[src/rtl/xor_stream_descrambler.sv]
// xor_stream_descrambler: regenerates the LFSR keystream, recovers payload words
// and checks the trailing XOR checksum word of each frame.
module xor_stream_descrambler #(
    parameter logic [31:0] POLY = 32'h04C11DB7
) (
    input  logic        i_clk,
    input  logic        i_rst_n,
    input  logic        i_seed_load,
    input  logic [31:0] i_seed,
    input  logic        i_in_valid,
    output logic        o_in_ready,
    input  logic [31:0] i_in_data,
    input  logic        i_in_last,
    output logic        o_out_valid,
    input  logic        i_out_ready,
    output logic [31:0] o_out_data,
    output logic        o_chk_done,
    output logic        o_chk_ok,
    output logic        o_busy
);
    typedef enum logic [1:0] {IDLE, READY, FRAME} state_t;

    state_t      r_state, w_state_next;
    logic [31:0] r_lfsr, r_acc, r_out_data;
    logic        r_out_valid, r_chk_done, r_chk_ok;
    logic        w_accept;
    logic [31:0] w_plain, w_lfsr_step;

    // Seed load owns the cycle; a held output word blocks input until drained.
    assign o_in_ready  = (r_state != IDLE) && !i_seed_load && (!r_out_valid || i_out_ready);
    assign w_accept    = i_in_valid && o_in_ready;
    assign w_plain     = i_in_data ^ r_lfsr;
    assign w_lfsr_step = {r_lfsr[30:0], 1'b0} ^ (r_lfsr[31] ? POLY : 32'h0);

    always_comb begin
        w_state_next = r_state;
        if (i_seed_load)
            w_state_next = READY;
        else if (w_accept)
            w_state_next = i_in_last ? READY : FRAME;
    end

    always_ff @(posedge i_clk or negedge i_rst_n) begin
        if (!i_rst_n) begin
            r_state    <= IDLE;
            r_lfsr     <= 32'h1;
            r_acc      <= 32'h0;
            r_chk_done <= 1'b0;
            r_chk_ok   <= 1'b0;
        end else begin
            r_state    <= w_state_next;
            r_chk_done <= 1'b0;
            if (i_seed_load) begin
                r_lfsr <= (i_seed == 32'h0) ? 32'h1 : i_seed;
                r_acc  <= 32'h0;
                if (r_state == FRAME) begin
                    r_chk_done <= 1'b1;
                    r_chk_ok   <= 1'b0;
                end
            end else if (w_accept) begin
                r_lfsr <= w_lfsr_step;
                if (i_in_last) begin
                    r_chk_done <= 1'b1;
                    r_chk_ok   <= (w_plain == r_acc);
                    r_acc      <= 32'h0;
                end else begin
                    r_acc <= r_acc ^ w_plain;
                end
            end
        end
    end

    always_ff @(posedge i_clk or negedge i_rst_n) begin
        if (!i_rst_n) begin
            r_out_valid <= 1'b0;
            r_out_data  <= 32'h0;
        end else if (w_accept && !i_in_last) begin
            r_out_valid <= 1'b1;
            r_out_data  <= w_plain;
        end else if (i_out_ready) begin
            r_out_valid <= 1'b0;
        end
    end

    assign o_out_valid = r_out_valid;
    assign o_out_data  = r_out_data;
    assign o_chk_done  = r_chk_done;
    assign o_chk_ok    = r_chk_ok;
    assign o_busy      = (r_state == FRAME);
endmodule

[config.mk]
export PLATFORM = sky130hd
export DESIGN_NAME = xor_stream_descrambler
export DESIGN_NICKNAME = d
export VERILOG_FILES = /design/src/rtl/xor_stream_descrambler.sv
export SDC_FILE = /design/constraint.sdc
export NUM_CORES = 1
export LEC_CHECK = 0
export CAP_MARGIN = 20
export CELL_PAD_IN_SITES_DETAIL_PLACEMENT = 1
export CELL_PAD_IN_SITES_GLOBAL_PLACEMENT = 1
export CORE_MARGIN = 3
export CORE_UTILIZATION = 24
export CTS_CLUSTER_SIZE = 10
export DETAILED_ROUTE_END_ITERATION = 10
export PLACE_DENSITY_LB_ADDON = 0.1
export SLEW_MARGIN = 20
export SYNTH_ARGS = -nofsm -noshare
export SYNTH_HDL_FRONTEND = slang
export SYNTH_SLANG_ARGS = --single-unit
[constraint.sdc]
create_clock -name i_clk -period 2.91 [get_ports i_clk]
set_input_delay 0.582 -clock i_clk [delete_from_list [all_inputs] [get_ports i_clk]]
set_output_delay 0.582 -clock i_clk [all_outputs]
set_load 0.05 [all_outputs]
==> flow_summary.yaml <==
critical_path:
  crit_required_ns: 2.33
  crit_buf_inv: 2
  path_max_fanout: 3
  worst_setup_path_start_kind: "register"
  critical_path_arrival_ns: 1.78
  end_kind: "output pin"
  cp_cell_sequence: "nor2b_1 > buf_4 > clkdlybuf4s50_1"
  path_delay_family: "buffers and inverters"
  critical_path.max_stage_delay_ns: 0.80
  critPathKind: "reg2out"
  crit_slowest_cell: "clkdlybuf4s50_1"
timing:
  worstMarginPinSlew_ns: 0.853
  fin_crit_sh_pct: 81.3
  totalNegativeSetupSlack_ns: 0
  finalHoldViolations: 0
  fin_ws_ns: 0.544
  finClkSkew_ns: 0.00817
  layout_min_cycle_time_ns: 2.37
  rsz0062_at_grt: "no"
  drv_slew: 0
  setup_violations: 0
  slew_headroom_pct: 43.0
  fmax_mhz: 423
synthesis:
  yosysUniqueCellTypes: 37
  async_flop_share_pct: 100
  synth_edf_count: 0
  synth-xor-area-share_pct: 21.7
  synth_top_family_by_area: "XOR/XNOR gates"
  muxShareOfSynthArea_pct: 9.21
  synthSimpleGateAreaFrac_pct: 6.14
  synth_fp_nets: 492
  syn-mean-instance-area_um2: 12.6
  synth_area_leaders: "dfrtp_1 (47%), xor3_1 (9.4%), mux2i_1 (5.8%), o21ai_0 (5.8%), xor2_1 (4.8%)"
  post-synth-top-count-cell: "dfrtp_1"
  synth_top_cell_by_area: "dfrtp_1"
  netlist_area_um2: 5320
  synth_fa_ha_area_share_pct: 0
  ys.flop_type: "dfrtp_1"
  synth_commonest_cells: "dfrtp_1 (100), o21ai_0 (62), nand2_1 (35)"
  ys_seq_elements: 101
  yosys_warnings: 0
  synth_top_area_share_pct: 47.0
  yosysSeqAreaShare_pct: 47.5
  postSynthCellCount: 422
  synth_compound_area_share_pct: 12.3
clocking:
  cts_buffers: 9
  root_buffer: "clkbuf_16"
  clk_path_buf_depth: 2
  clk_latency_ns: 0.35
  cts_tree: "built"
  post_cts_buffers: 0
  h-tree-depth: 3
  clock_sinks: 101
  ctsResizeCount: 0
  postCtsHoldBufs: 0
  clk_pin_slew_ns: 0.07
placed_design:
  hpwlAfterDp_mm: 11.2
  place_congestion: 0.715
  placed_cell_area_um2: 6740
  pre_cts_ws_ns: 0.248
  io_buffers: 106
cells_and_area:
  area_delta_synth_final_pct: 32.2
  fin_area_um2: 7040
  fill_cells: 2331
  seq_area_um2: 2530
  fin_util_pct: 32.9
  diodes: 0
  final_nets: 600
  drive_above_1_share_pct: 12.5
  multiInputGateArea_um2: 2640
floorplan:
  placementRows: 53
  fp.dieW_um: 155
  io_pins: 107
  fp.dieArea_um2: 24000
  start_util_pct: 24.8
  die_y_um: 155
  core_area_um2: 21400
drt:
  wl_mm: 15.4
  ant_nets: 0
  drt-initial-drc-count: 138
  first_pass_iters: 4
  wl_per_cell_um: 19.0
  num_vias: 3694
  vias_per_cell: 4.56
  drc_errors: 0
global_route:
  grt_first_pass_wirelength_mm: 24.2
  grt_antenna_before_repair: 2
  grt_overflow: 0
  grt_pass1_vias: 4099
  grt_use_total_pct: 13.1
  grt_max_degree: 48
flow_run:
  maxCapViolCount: 0
pwr:
  powerDensity_nw_per_um2: 671
  power.total_mw: 4.72
  p_leak_nw: 3.05
  ir_worst_vdd_v: 0.000268
min_path:
  hold_class: "in2async"
outcome:
  outcome: "complete, no violations"
[metrics by stage]
stage	std cells	hold slack [ns]
after CTS	810	0.300
final	810	0.264
after floorplan	422	0.286
after detailed placement	794	0.488
after global placement	794	0.471
after global routing	810	0.312
[placed cells by master (no fill, tap or decap), types with 3 or more instances in the layout]
cell type,netlist,routed
a22o_1,23,23
buf_12,0,3
buf_4,2,17
clkbuf_16,0,9
clkdlybuf4s50_1,0,103
dfrtp_1,100,100
inv_1,3,3
mux2_2,16,16
mux2i_1,31,31
nand2_1,35,35
nand4_1,5,5
nor4_1,13,13
o21ai_0,62,62
o2bb2ai_1,10,10
xnor2_1,16,16
xnor3_2,9,9
xor2_1,29,29
xor3_1,21,21
[per-layer routing]
| layer | routed length, µm | vias up | global-route usage (%) |
|---|---|---|---|
| li1 | - | 1741 | - |
| met1 | 7120 | 1883 | 17.1 |
| met2 | 7620 | 52 | 22.2 |
| met3 | 519 | 14 | 3.17 |
| met4 | 140 | 4 | 2.78 |
| met5 | 21 | - | 0 |
[final timing paths]
path / startpoint / end / slack, ns / cells past startpoint
max: r_state[1] / o_busy / 0.54 / 3
min: i_rst_n / o_out_data[18] / 0.26 / 1
max reg2reg: r_state[1] / r_acc[17] / 0.87 / 5
min reg2reg: r_acc[28] / r_acc[28] / 0.50 / 1
max in group asynchronous: i_rst_n / o_out_data[6] / 1.88 / 2
min in group i_clk: r_acc[28] / r_acc[28] / 0.50 / 1
[sequential cells by signal, summed over array words and instances (netlist names)]
name and cells:
o_out_data 32, r_acc 32, r_lfsr 32, r_state 2, o_chk_done 1, o_chk_ok 1, o_out_valid 1
[power breakdown]
group | total (mW) | internal (mW) | switching [mW]
clock | 1.23 | 0.689 | 0.538
sequential | 1.82 | 1.64 | 0.181
combinational | 1.68 | 0.743 | 0.935
[cell type report]
class / instances / share of cell area, %
timing repair buffer: 124 / 17.4
tap: 275 / 4.89
sequential: 101 / 35.9
multi-input combinational: 291 / 37.5
clock buffer: 12 / 3.50
inverter: 3 / 0.160
clock inverter: 4 / 0.676
[kinds of logic (layout without fill, tap and decap cells)]
group | Yosys count | count (layout)
simple gates | 65 | 65
flops | 101 | 101
compound gates | 102 | 102
buf+inv | 30 | 143
mux | 47 | 47
xor+xnor | 77 | 77
Note: power is estimated with default switching activity, not from simulation.
